`src/rtl/pipeline_pkg.sv`:
```
// Shared pipeline definitions: op_type encodings and the hazard controller state enum.
package pipeline_pkg;

    localparam logic [3:0] OP_NOP    = 4'h0;
    localparam logic [3:0] OP_LOAD   = 4'h3;
    localparam logic [3:0] OP_MULDIV = 4'h9;

    typedef enum logic {
        IDLE = 1'b0,
        BUSY = 1'b1
    } state_t;

endpackage

```
`src/rtl/sat_counter.sv`:
```
// Saturating up-counter with synchronous clear (clear wins over increment).
module sat_counter #(
    parameter int W = 16
) (
    input  logic         clk,
    input  logic         rst_n,
    input  logic         inc,
    input  logic         clr,
    output logic [W-1:0] count
);

    // Count register: clear, saturate at all-ones, otherwise hold or step.
    always_ff @(posedge clk or negedge rst_n) begin
        if (!rst_n) begin
            count <= {W{1'b0}};
        end else if (clr) begin
            count <= {W{1'b0}};
        end else if (inc && (count != {W{1'b1}})) begin
            count <= count + W'(1);
        end else begin
            count <= count;
        end
    end

endmodule

```
`src/rtl/hazard_ctrl.sv`:
```
// Pipeline hazard controller: load-use stall, EX redirect flush, mult/div occupancy.
// Define HAZARD_MULDIV_EN to compile in the multi-cycle mult/div sequencer.
module hazard_ctrl
    import pipeline_pkg::*;
#(
    parameter int MULDIV_CYCLES = 4,
    parameter int STALL_CNT_W   = 16
) (
    input  logic                   clk,
    input  logic                   rst_n,
    input  logic [4:0]             id_rs_addr,
    input  logic [4:0]             id_rt_addr,
    input  logic                   id_uses_rs,
    input  logic                   id_uses_rt,
    input  logic [3:0]             ex_op_type,
    input  logic [4:0]             ex_reg_write_addr,
    input  logic                   ex_redirect,
    input  logic                   stall_cnt_clr,
    output logic                   pc_stall,
    output logic                   if2id_stall,
    output logic                   if2id_flush,
    output logic                   id2ex_stall,
    output logic                   id2ex_flush,
    output logic                   muldiv_busy,
    output logic [STALL_CNT_W-1:0] stall_count
);

    logic load_use_s;
    logic mult_stall_s;

    assign load_use_s = (ex_op_type == OP_LOAD) && (ex_reg_write_addr != 5'd0) &&
                        ((id_uses_rs && (id_rs_addr == ex_reg_write_addr)) ||
                         (id_uses_rt && (id_rt_addr == ex_reg_write_addr)));

`ifdef HAZARD_MULDIV_EN
    localparam logic [3:0] REMAIN_INIT = 4'(MULDIV_CYCLES - 2);

    state_t     state_r;
    state_t     state_next_s;
    logic [3:0] remain_r;
    logic [3:0] remain_next_s;
    logic       start_s;

    // State and remaining-BUSY-cycle register.
    always_ff @(posedge clk or negedge rst_n) begin
        if (!rst_n) begin
            state_r  <= IDLE;
            remain_r <= 4'd0;
        end else begin
            state_r  <= state_next_s;
            remain_r <= remain_next_s;
        end
    end

    // Next state: remain holds the BUSY cycles still to go after the start cycle.
    always_comb begin
        state_next_s  = state_r;
        remain_next_s = remain_r;
        start_s       = 1'b0;
        case (state_r)
            IDLE: begin
                if (!ex_redirect && (ex_op_type == OP_MULDIV)) begin
                    start_s       = 1'b1;
                    remain_next_s = REMAIN_INIT;
                    state_next_s  = (REMAIN_INIT != 4'd0) ? BUSY : IDLE;
                end else begin
                    state_next_s = IDLE;
                end
            end
            BUSY: begin
                remain_next_s = (remain_r != 4'd0) ? (remain_r - 4'd1) : 4'd0;
                if (remain_r <= 4'd1) begin
                    state_next_s = IDLE;
                end else begin
                    state_next_s = BUSY;
                end
            end
            default: begin
                state_next_s  = IDLE;
                remain_next_s = 4'd0;
            end
        endcase
    end

    assign muldiv_busy  = (state_r == BUSY);
    assign mult_stall_s = start_s || (state_r == BUSY);
`else
    assign muldiv_busy  = 1'b0;
    assign mult_stall_s = 1'b0;
`endif

    // Output priority: redirect flush, then mult/div occupancy, then load-use.
    always_comb begin
        pc_stall    = 1'b0;
        if2id_stall = 1'b0;
        id2ex_stall = 1'b0;
        if2id_flush = 1'b0;
        id2ex_flush = 1'b0;
        if (ex_redirect) begin
            if2id_flush = 1'b1;
            id2ex_flush = 1'b1;
        end else if (mult_stall_s || load_use_s) begin
            pc_stall    = 1'b1;
            if2id_stall = 1'b1;
            id2ex_stall = 1'b1;
        end else begin
            pc_stall    = 1'b0;
        end
    end

    sat_counter #(
        .W(STALL_CNT_W)
    ) u_stall_cnt (
        .clk   (clk),
        .rst_n (rst_n),
        .inc   (pc_stall),
        .clr   (stall_cnt_clr),
        .count (stall_count)
    );

endmodule

```
`config.mk`:
```
export PLATFORM = sky130hd
export DESIGN_NAME = hazard_ctrl
export DESIGN_NICKNAME = d
export VERILOG_FILES = /design/src/rtl/pipeline_pkg.sv /design/src/rtl/sat_counter.sv /design/src/rtl/hazard_ctrl.sv
export SDC_FILE = /design/constraint.sdc
export NUM_CORES = 1
export LEC_CHECK = 0
export BUFFER_PORTS_ARGS = -buffer_cell sky130_fd_sc_hd__buf_2
export CORE_ASPECT_RATIO = 0.8
export CORE_MARGIN = 5
export CORE_UTILIZATION = 45
export CTS_BUF_LIST = sky130_fd_sc_hd__clkbuf_4 sky130_fd_sc_hd__clkbuf_8
export DETAILED_ROUTE_END_ITERATION = 10
export PLACE_DENSITY_LB_ADDON = 0.2
export REMOVE_ABC_BUFFERS = 1
export SLEW_MARGIN = 20
export SYNTH_ARGS = -nofsm -noshare
export SYNTH_HDL_FRONTEND = slang
export SYNTH_SLANG_ARGS = --single-unit
```
`constraint.sdc`:
```
create_clock -name clk -period 2.07 [get_ports clk]
set_input_delay 0.207 -clock clk [delete_from_list [all_inputs] [get_ports clk]]
set_output_delay 0.207 -clock clk [all_outputs]
set_load 0.03 [all_outputs]
```
Word level (Yosys, flattened, before mapping)
Cells that the tools add are included.
- bits of input ports: 25
- output and inout port bits: 22
- flip-flop bits (word level): 16
- reduce and logical (&&, ||, !) cells: 8
- add/subtract/negate cells: 1
- multiplexer cells: 5
- equality and inequality tests: 4
- operator list (cell ; number):
    $mux W16 ; 2
    $add A16 B1 Y16 const B ; 1
    $ne A16 B16 Y1 const B ; 1
    $eq A5 B5 Y1 ; 2
    $logic_and A1 B1 Y1 ; 5
    $reduce_bool A5 Y1 ; 1
    $eq A4 B2 Y1 const B ; 1
    $mux W1 ; 3
    $reduce_bool A2 Y1 ; 1
    $logic_or A1 B1 Y1 ; 1

Logic depth before layout (Yosys ltp)
Gate-level depths: netlist (run 1).
- depth after elaboration: 9
- mapped depth: 8
- mapped depth without buffers: 6

By module
A second synthesis (run 1) with hierarchy kept.
- cells, all modules: 123
- area total of the unflattened synthesis: 1127.3 um^2
- modules (own cells, without submodules) (module ; instances ; area each (um^2) ; seq. area each (um^2) ; cells each):
    sat_counter ; 1 ; 942.2 ; 400.4 ; 98
    hazard_ctrl ; 1 ; 185.2 ; 0.0 ; 25

Worst setup path after synthesis (run 1)
Ideal clock, no wire load.
- path type: reg-to-reg
- start: register u_stall_cnt.count[0]
- end: register u_stall_cnt.count[6]
- stages on the path, launching flop included: 8
- slack: 0.048 ns
- period minus slack after synthesis: 2.022 ns
- arrival: 1.897 ns
- library setup time: 0.125 ns
- path buffers: 1
- path through: dfrtp_1 -> ha_1 -> nand4_1 -> or4_1 -> buf_6 -> nand3_2 -> nor2_2 -> mux2_4
- longest elaborated chain between the ends: 3
- ends and longest elaborated chain (element ; line ; source):
    start, declared ; sat_counter.sv:9 ; output logic [W-1:0] count
    start signal, assigned ; sat_counter.sv:15 ; count <= {W{1'b0}};
    start signal, assigned ; sat_counter.sv:17 ; count <= {W{1'b0}};
    start signal, assigned ; sat_counter.sv:19 ; count <= count + W'(1);
    $add A16 B1 Y16 or $ne A16 B16 Y1 (tied branches) ; sat_counter.sv:19, sat_counter.sv:18 ;
    $mux W16 or $logic_and A1 B1 Y1 (tied branches) ; sat_counter.sv:18 ; end else if (inc && (count != {W{1'b1}})) begin
    $mux W16 or $reduce_bool A2 Y1 (tied branches) ; n/a ;
Parallel ways exist; a longest one is shown, timed or not. The select of a mux whose other input is x is not followed.
A chain may end at the register's enable or synchronous reset.

Final worst setup path (run 1)
- start: register u_stall_cnt.count[1]
- end: register u_stall_cnt.count[9]
Same word-level chain as after synthesis.

==> results of run 1 <==
power groups by stage:
| stage | Combinational (mW) | Clock, mW | Sequential (mW) |
|---|---|---|---|
| 6_report | 0.0950 | 0.210 | 0.312 |
| 5_1_grt | 0.104 | 0.236 | 0.313 |
| 4_1_cts | 0.0953 | 0.218 | 0.312 |
| 3_5_place_dp | 0.0937 | 0 | 0.319 |
| 3_3_place_gp | 0.0901 | 0 | 0.319 |
| 2_1_floorplan | 0.0362 | 0 | 0.319 |
final cells by class:
type / count / area [um2] / area share
sequential: 16 / 400 / 0.258
multi-input combinational: 101 / 719 / 0.463
timing repair buffer: 59 / 345 / 0.222
clock buffer: 4 / 36.3 / 0.0233
tap: 36 / 45.0 / 0.0290
inverter: 2 / 7.51 / 0.00483
metal layers:
metal | GRT usage | routed length, um | vias to the layer above
li1 | - | - | 605
met4 | 0.0425 | 21 | 0
met2 | 0.302 | 1660 | 41
met1 | 0.253 | 1530 | 608
met3 | 0.0459 | 177 | 5
met5 | 0 | 0 | -
placed cells by master, fill, tap and decap left out, types with 2 or more instances in the layout:
cell / instances
o21ai_1: 2
inv_1: 2
nor3_1: 2
o21ai_0: 2
xnor2_1: 10
dfrtp_1: 16
nor2b_1: 2
nand4_1: 10
nor2_1: 3
or4_1: 9
and3_1: 5
buf_4: 12
nand2_1: 6
a21oi_1: 13
nand3_1: 7
buf_2: 45
or3_1: 3
o31ai_1: 9
clkbuf_4: 3
mux2_4: 2
final timing paths:
check	to	slack [ns]	cells past startpoint
max	u_stall_cnt.count[9]	0.16	6
min	u_stall_cnt.count[3]	0.30	2
min reg2reg	u_stall_cnt.count[15]	0.60	2
min in group asynchronous	u_stall_cnt.count[11]	0.37	2
max reg2reg	u_stall_cnt.count[9]	0.16	6
max in group asynchronous	u_stall_cnt.count[6]	1.43	2
cells by family (layout without fill, tap and decap cells):
| kind of cell | after synthesis | in the layout | share of synthesized area |
|---|---|---|---|
| and+or+nand+nor | 57 | 57 | 0.317 |
| AOI/OAI and AO/OA | 30 | 30 | 0.161 |
| DFF | 16 | 16 | 0.329 |
| buffers and inverters | 14 | 65 | 0.0832 |
| xor gates and xnor gates | 10 | 10 | 0.0719 |
| muxes | 2 | 2 | 0.0247 |
| adders and majority gates | 1 | 1 | 0.0103 |
| other | 1 | 1 | 0.00308 |
Yosys cell counts, drive strengths merged:
cell type	number	area share
nand4bb	1	0.023
nand3	8	0.037
o21ai	4	0.016
a21oi	13	0.053
nor4	2	0.015
nor2	4	0.014
nor3	2	0.0082
nand2	7	0.035
inv	2	0.0062
dfrtp	16	0.33
mux2	2	0.025
ha	1	0.010
a41oi	1	0.0072
or4	10	0.062
nor2b	2	0.010
a211oi	1	0.016
nand4	10	0.051
clkbuf	2	0.0062
xnor2	10	0.072
o22a	1	0.0072
or3	3	0.015
o31ai	9	0.055
buf	10	0.071
and3	6	0.032
conb	1	0.0031
and4	1	0.0072
and2	1	0.0062
o22ai	1	0.0051
worst register-to-register path, stage by stage, from the launching register on:
cell     delay [ns]
dfrtp_1        0.39
ha_1           0.19
nand4_1        0.11
or4_4          0.58
nand2_8        0.16
nor4_2         0.07
mux2_4         0.29
repair_timing:
action,CTS,global route
buffers inserted,0,1
hold buffers,1,0
gates resized for setup,1,0
endpoints found under the hold margin,16,0
setup endpoints to repair,1,1
==> run_results.csv, run 1 <==
group,metric,value,unit
route,drt_wl_total,3.39,mm
global_routing,grt_usage,0.189,
floorplan,dieArea,3850,um2
cts,cts.clk_slew.worst_paths,0.10,ns
global_routing,grt_max_degree,29,
cells_and_area,diodes,0,
cells_and_area,area_growth,27.6,%
place,placed_cells,212,
yosys,yosys_warnings,0,
cts,insertion_delay,0.29,ns
pwr,p_leak,0.689,nW
hold_path,min_path_type,"in -> reg",
yosys,synth.yosys.seq_area_share,0.329,
critical_path,timing.rr.start,"u_stall_cnt.count[1]",
sta,hold_ws,0.301,ns
cts,htree_num_levels,1,
place,place_area,1500,um2
sta,drv_slew,0,
cells_and_area,largest_register_ffs,16,
floorplan,initial_core_util,0.483,
critical_path,critPathMaxStageDelay,0.58,ns
global_routing,grt_pass1_vias,1185,
critical_path,crit_family,"simple AND/OR/NAND/NOR gates",
critical_path,worstPathCellList,"ha_1 -> nand4_1 -> or4_4 -> nand2_8 -> nor4_2 -> mux2_4",
place,routabilityCongestion,0.819,
hold_path,worstHoldStart,"stall_cnt_clr",
floorplan,io_pins,47,
sta,post-route-period-util,0.921,
global_routing,antenna_found_initial,0,
pwr,p_seq_frac,0.506,
sta,finalClockSkew,0.00160,ns
pwr,p_comb_frac,0.154,
sta,setup_ws,0.164,ns
yosys,syn_area_per_cell,9.29,um2
yosys,syn_inst,131,
cts,clkSinkCount,16,
pwr,powerDensity,397,nW/um2
floorplan,core_area,2520,um2
cells_and_area,final_util,0.616,
cells_and_area,fin_cells,218,
sta,setup_viol,0,
global_routing,gr-total-overflow,0,
flow_run,drv_cap,0,
route,wl_per_cell,15.5,um
route,drc_errors,0,
sta,report.final.hold_viol_count,0,
pwr,intPower,0.461,mW
sta,setup_tns,0,ns
place,port_buffers,45,
cells_and_area,layout-drive-gt1-share,0.401,
route,vias_per_cell,5.78,
cts,cts_root_buffer,"clkbuf_4",
cells_and_area,reg.largest.list,"u_stall_cnt.count (16)",
route,dr.pass1.iters,5,
pwr,switchingPower,0.156,mW
pwr,switching_share,0.253,
yosys,synth_seq_cells,16,
cells_and_area,fill_cells,261,
critical_path,cp.required,2.25,ns
route,drt_iter0_markers,91,
critical_path,worst_setup_path_start_kind,"register",
critical_path,critPathKind,"reg -> reg",
critical_path,path_buf_inv,0,
sta,rsz0062_at_grt,"no",
critical_path,arrival,2.09,ns
yosys,syn_area,1220,um2
place,dpl.hpwl,2.54,mm
floorplan,die_x,68.2,um
pwr,p_clk_frac,0.340,
route,final_antenna_net_count,0,
outcome,status,"finished, final reports clean",
critical_path,crit_fanout,18,
critical_path,startpoint,"u_stall_cnt.count[1]",
critical_path,cp-end-kind,"register",
pwr,ir_drop,0.244,mV
route,routed-via-count,1259,
yosys,yosysUniqueCellTypes,35,
cells_and_area,fin_nets,209,
sta,finalCriticalPeriod,1.91,ns
cells_and_area,fin_area,1550,um2
cts,cts_buffers,3,
critical_path,crit_slowest_cell,"or4_4",
cts,cts_tree,"built",
cells_and_area,regMostFlops,"u_stall_cnt.count",
pwr,power,0.618,mW
global_routing,grt_pass1_wl,5.61,mm
sta,max_freq,0.525,GHz
floorplan,rows,16,
place,pre_cts_ws,-0.00736,ns
floorplan,die_h,56.5,um
cts,cts.path.max_buffers,2,
No activity file was read; power rests on OpenSTA's default activity.
==> inputs of run 2 (changes only) <==
- BUFFER_PORTS_ARGS: -buffer_cell sky130_fd_sc_hd__buf_2 -> -buffer_cell sky130_fd_sc_hd__buf_4
==> run 2 against run 1 <==
Net effect: utilization rose by 4.9 points; worst setup slack lost 0.025 ns; die area did not move; largest power group unchanged.
==> run_results.csv, run 2 (synthesis gave the netlist of run 1 again) <==
group,metric,value,unit
outcome,status,"finished, final reports clean",
critical_path,timing.rr.start,"u_stall_cnt.count[0]",
hold_path,worstHoldStart,"stall_cnt_clr",
pwr,p_clk_frac,0.344,
floorplan,dieArea,3850,um2
floorplan,io_pins,47,
global_routing,grt_max_degree,19,
flow_run,drv_cap,0,
pwr,intPower,0.477,mW
cells_and_area,largest_register_ffs,16,
sta,setup_tns,0,ns
cells_and_area,multi_input_area,719,um2
floorplan,die_x,68.2,um
critical_path,cp-end-kind,"register",
cts,clkSinkCount,16,
sta,drv_slew,0,
cts,htree_num_levels,1,
cells_and_area,reg.largest.list,"u_stall_cnt.count (16)",
floorplan,rows,16,
global_routing,grt_pass1_vias,1261,
critical_path,arrival,2.17,ns
critical_path,crit_fanout,4,
place,port_buffers,45,
sta,post-route-period-util,0.933,
floorplan,core_area,2520,um2
route,dr.pass1.iters,4,
route,final_antenna_net_count,0,
cts,cts.clk_slew.worst_paths,0.10,ns
global_routing,gr-total-overflow,0,
pwr,switching_share,0.262,
floorplan,initial_core_util,0.483,
cells_and_area,diodes,0,
sta,hold_ws,0.213,ns
global_routing,grt_pass1_wl,6.09,mm
pwr,p_seq_frac,0.484,
global_routing,grt_usage,0.203,
sta,setup_viol,0,
place,routabilityCongestion,0.858,
pwr,p_leak,0.714,nW
cts,cts_root_buffer,"clkbuf_4",
cts,insertion_delay,0.30,ns
floorplan,die_h,56.5,um
cts,cts.path.max_buffers,2,
critical_path,cp.required,2.31,ns
cts,cts_tree,"built",
route,routed-via-count,1272,
route,wl_per_cell,16.8,um
route,drc_errors,0,
route,drt_iter0_markers,67,
cells_and_area,mostFrequentLayoutCells,"buf_4 (61), dfrtp_1 (16), a21oi_1 (13)",
sta,report.final.hold_viol_count,0,
cells_and_area,area_growth,37.7,%
cts,post_cts_buffers,0,
pwr,p_comb_frac,0.173,
cts,cts_buffers,3,
cells_and_area,layout-drive-gt1-share,0.411,
critical_path,startpoint,"u_stall_cnt.count[0]",
sta,finalCriticalPeriod,1.93,ns
pwr,ir_drop,0.230,mV
place,dpl.hpwl,2.84,mm
pwr,switchingPower,0.169,mW
pwr,power,0.646,mW
cells_and_area,fin_nets,212,
pwr,powerDensity,385,nW/um2
cells_and_area,regMostFlops,"u_stall_cnt.count",
sta,setup_ws,0.139,ns
sta,max_freq,0.518,GHz
critical_path,worst_setup_path_start_kind,"register",
route,drt_wl_total,3.70,mm
sta,finalClockSkew,0.00330,ns
cells_and_area,layout_commonest_cell,"buf_4",
route,vias_per_cell,5.76,
sta,rsz0062_at_grt,"no",
global_routing,antenna_found_initial,0,
hold_path,min_path_type,"in -> reg",
critical_path,critPathKind,"reg -> reg",
place,pre_cts_ws,0.0801,ns
cells_and_area,final_util,0.665,
cells_and_area,regArea,400,um2
cells_and_area,fill_cells,229,
## run 2: metrics by stage
step | cell area [um2] | std cells
after floorplan | 1120 | 119
after global placement | 1630 | 216
after detailed placement | 1630 | 216
after CTS | 1670 | 221
after global routing | 1680 | 221
final | 1680 | 221
## run 2: timing repair
| action | in CTS | in global routing |
|---|---|---|
| setup endpoints to repair | 0 | 4 |
| gates resized for setup | 0 | 1 |
| endpoints found under the hold margin | 16 | 0 |
| hold buffers | 1 | 0 |
## run 2: power by group through the flow
stage	Sequential, mW	Clock (mW)	Combinational, mW
CTS	0.312	0.220	0.112
global placement	0.319	0	0.105
global route	0.312	0.229	0.122
finish	0.312	0.222	0.112
floorplan	0.319	0	0.0362
detailed placement	0.319	0	0.110
## run 2: final timing paths
| check | depth (start not counted) | slack (ns) | endpoint |
|---|---|---|---|
| worst max-delay path | 7 | 0.14 | u_stall_cnt.count[10] |
| worst min-delay path | 2 | 0.21 | u_stall_cnt.count[3] |
| worst max register to register | 7 | 0.14 | u_stall_cnt.count[10] |
| worst min register to register | 2 | 0.61 | u_stall_cnt.count[15] |
| max in group asynchronous | 2 | 1.58 | u_stall_cnt.count[4] |
| min in group asynchronous | 2 | 0.30 | u_stall_cnt.count[12] |
## run 2: cell type report
cell class              instances  share of cell area
clock buffers                   4              0.0216
inverters                       2             0.00448
repair buffers                 62               0.279
flip-flops and latches         16               0.239
well taps                      36              0.0269
multi-input cells             101               0.429
## run 2: worst max-delay path: stages, from the launching register on
cell     delay (ns)
dfrtp_1        0.37
ha_1           0.19
and3_1         0.20
and3_2         0.24
nand3_2        0.12
buf_4          0.19
or4_1          0.41
a21oi_1        0.16
## run 2: routing by layer
layer / GRT usage / vias to the layer above / part of all wire
met5: 0 / - / 0
met4: 0.0510 / 0 / 0.016
met3: 0.0439 / 9 / 0.052
met2: 0.316 / 37 / 0.49
met1: 0.282 / 624 / 0.45
li1: - / 602 / -
==> inputs of run 3 (changes only) <==
- SETUP_SLACK_MARGIN: unset -> 0.4
==> run 3 against run 2 <==
Net effect: utilization grew 11 points; final area grew 16%; register-to-register slack gained 0.04 ns; sequential share of layout area shrank 3.3 points; die area is the same; flip-flop and latch count is the same; wire length grew 15%.
==> run_results.csv, run 3 (synthesis gave the netlist of run 1 again) <==
group,metric,value,unit
outcome,status,"finished, final reports clean",
cells_and_area,regMostFlops,"u_stall_cnt.count",
critical_path,crit_fanout,5,
route,drc_errors,0,
critical_path,arrival,2.12,ns
sta,setup_viol,0,
route,routed-via-count,1408,
critical_path,reg2reg_slack,0.18,ns
cells_and_area,layout_commonest_cell,"buf_4",
cells_and_area,largest_register_ffs,16,
sta,finalClockSkew,0.00111,ns
global_routing,grt_max_degree,19,
sta,max_freq,0.530,GHz
pwr,p_clk_frac,0.338,
critical_path,critPathMaxStageDelay,0.47,ns
floorplan,die_x,68.2,um
pwr,ir_drop,0.246,mV
cells_and_area,area_growth,60.1,%
sta,setup_tns,0,ns
cts,clkSinkCount,16,
place,dpl.hpwl,2.84,mm
sta,rsz0062_at_grt,"yes",
pwr,switchingPower,0.174,mW
critical_path,crit_slowest_cell,"or4_1",
cells_and_area,layout-drive-gt1-share,0.573,
sta,post-route-period-util,0.912,
hold_path,min_path_type,"in -> reg",
global_routing,gr-total-overflow,0,
cts,cts.clk_slew.worst_paths,0.10,ns
floorplan,initial_core_util,0.483,
route,vias_per_cell,5.99,
place,placed_cells,216,
route,final_antenna_net_count,0,
floorplan,core_area,2520,um2
critical_path,worstPathCellList,"buf_4 -> buf_6 -> and3_4 -> and3_4 -> nand3_1 -> or4_1 -> a21oi_2",
critical_path,worst_setup_path_start_kind,"register",
pwr,p_leak,0.810,nW
cts,cts.path.max_buffers,2,
cts,insertion_delay,0.30,ns
sta,drv_slew,0,
global_routing,antenna_found_initial,0,
pwr,p_seq_frac,0.479,
cells_and_area,fin_nets,226,
critical_path,critPathKind,"reg -> reg",
cts,cts_root_buffer,"clkbuf_4",
place,place_area,1630,um2
pwr,switching_share,0.266,
cells_and_area,fin_area,1950,um2
sta,report.final.hold_viol_count,0,
cells_and_area,diodes,0,
cells_and_area,mostFrequentLayoutCells,"buf_4 (68), dfrtp_1 (15), xnor2_1 (10), nand4_1 (10)",
critical_path,cp_common_cell,"and3_4",
global_routing,grt_pass1_wl,6.71,mm
place,routabilityCongestion,0.858,
cells_and_area,reg.largest.list,"u_stall_cnt.count (16)",
cells_and_area,fin_cells,235,
cts,cts_tree,"built",
route,drt_iter0_markers,110,
critical_path,cp.required,2.30,ns
cts,htree_num_levels,1,
pwr,p_comb_frac,0.183,
route,dr.pass1.iters,4,
place,port_buffers,45,
floorplan,dieArea,3850,um2
cells_and_area,final_util,0.773,
flow_run,drv_cap,0,
route,drt_wl_total,4.27,mm
global_routing,grt_usage,0.224,
floorplan,die_h,56.5,um
floorplan,rows,16,
cts,cts_buffers,3,
pwr,power,0.652,mW
route,wl_per_cell,18.2,um
global_routing,grt_pass1_vias,1429,
floorplan,io_pins,47,
pwr,intPower,0.478,mW
cells_and_area,fill_cells,183,
sta,finalCriticalPeriod,1.89,ns
pwr,powerDensity,335,nW/um2
critical_path,cp-end-kind,"register",
run 3: cell count changes in the layout (fill, tap and decap cells not counted), sizes merged:
cell and change:
buf +14
run 3: area by class of cell:
type,count,area (um2),area share
multi-input combinational,101,860,0.441
timing repair buffer,76,599,0.307
sequential,16,402,0.206
tap,36,45.0,0.0231
clock buffer,4,36.3,0.0186
inverter,2,7.51,0.00385
run 3: routing by layer:
layer  part of all wire  GRT usage  wire length, um
met5                  0          0                0
met4              0.038      0.108              161
met3              0.061     0.0559              259
met2               0.49      0.341             2080
met1               0.41      0.290             1770
run 3: worst paths after layout:
check,depth (start not counted),endpoint,start
min in group asynchronous,2,u_stall_cnt.count[12],rst_n
setup reg to reg,7,u_stall_cnt.count[7],u_stall_cnt.count[0]
max in group asynchronous,2,u_stall_cnt.count[10],rst_n
setup / recovery,7,u_stall_cnt.count[7],u_stall_cnt.count[0]
hold / removal,2,u_stall_cnt.count[2],stall_cnt_clr
hold reg to reg,2,u_stall_cnt.count[15],u_stall_cnt.count[15]
run 3: timing repair:
item / in CTS / in global routing
cloned: 1 / 0
hold buffers: 1 / 0
pin swaps: 17 / 5
endpoints found under the hold margin: 16 / 0
gates resized for setup: 21 / 19
buffers inserted: 11 / 2
endpoints found under the setup margin: 19 / 16
run 3: metrics by stage:
step	setup WS, ns	hold slack [ns]
floorplan	-0.0928	-0.0886
global placement	0.153	0.0793
detailed placement	0.0801	0.0841
CTS	0.281	0.193
global route	0.144	0.245
finish	0.182	0.220
run 3: power groups by stage:
stage	combinational (mW)	sequential [mW]	clock, mW
final	0.119	0.312	0.220
after global routing	0.129	0.312	0.229
after CTS	0.116	0.312	0.220
after detailed placement	0.110	0.319	0
after global placement	0.105	0.319	0
after floorplan	0.0362	0.319	0
run 3: worst max-delay path: cells and delay by family, from the launching register on:
kind / cells / cell delay (ns)
AO/OA/AOI/OAI: 1 / 0.20
flip-flops: 1 / 0.38
buffers and inverters: 2 / 0.23
AND/OR/NAND/NOR: 4 / 1.01
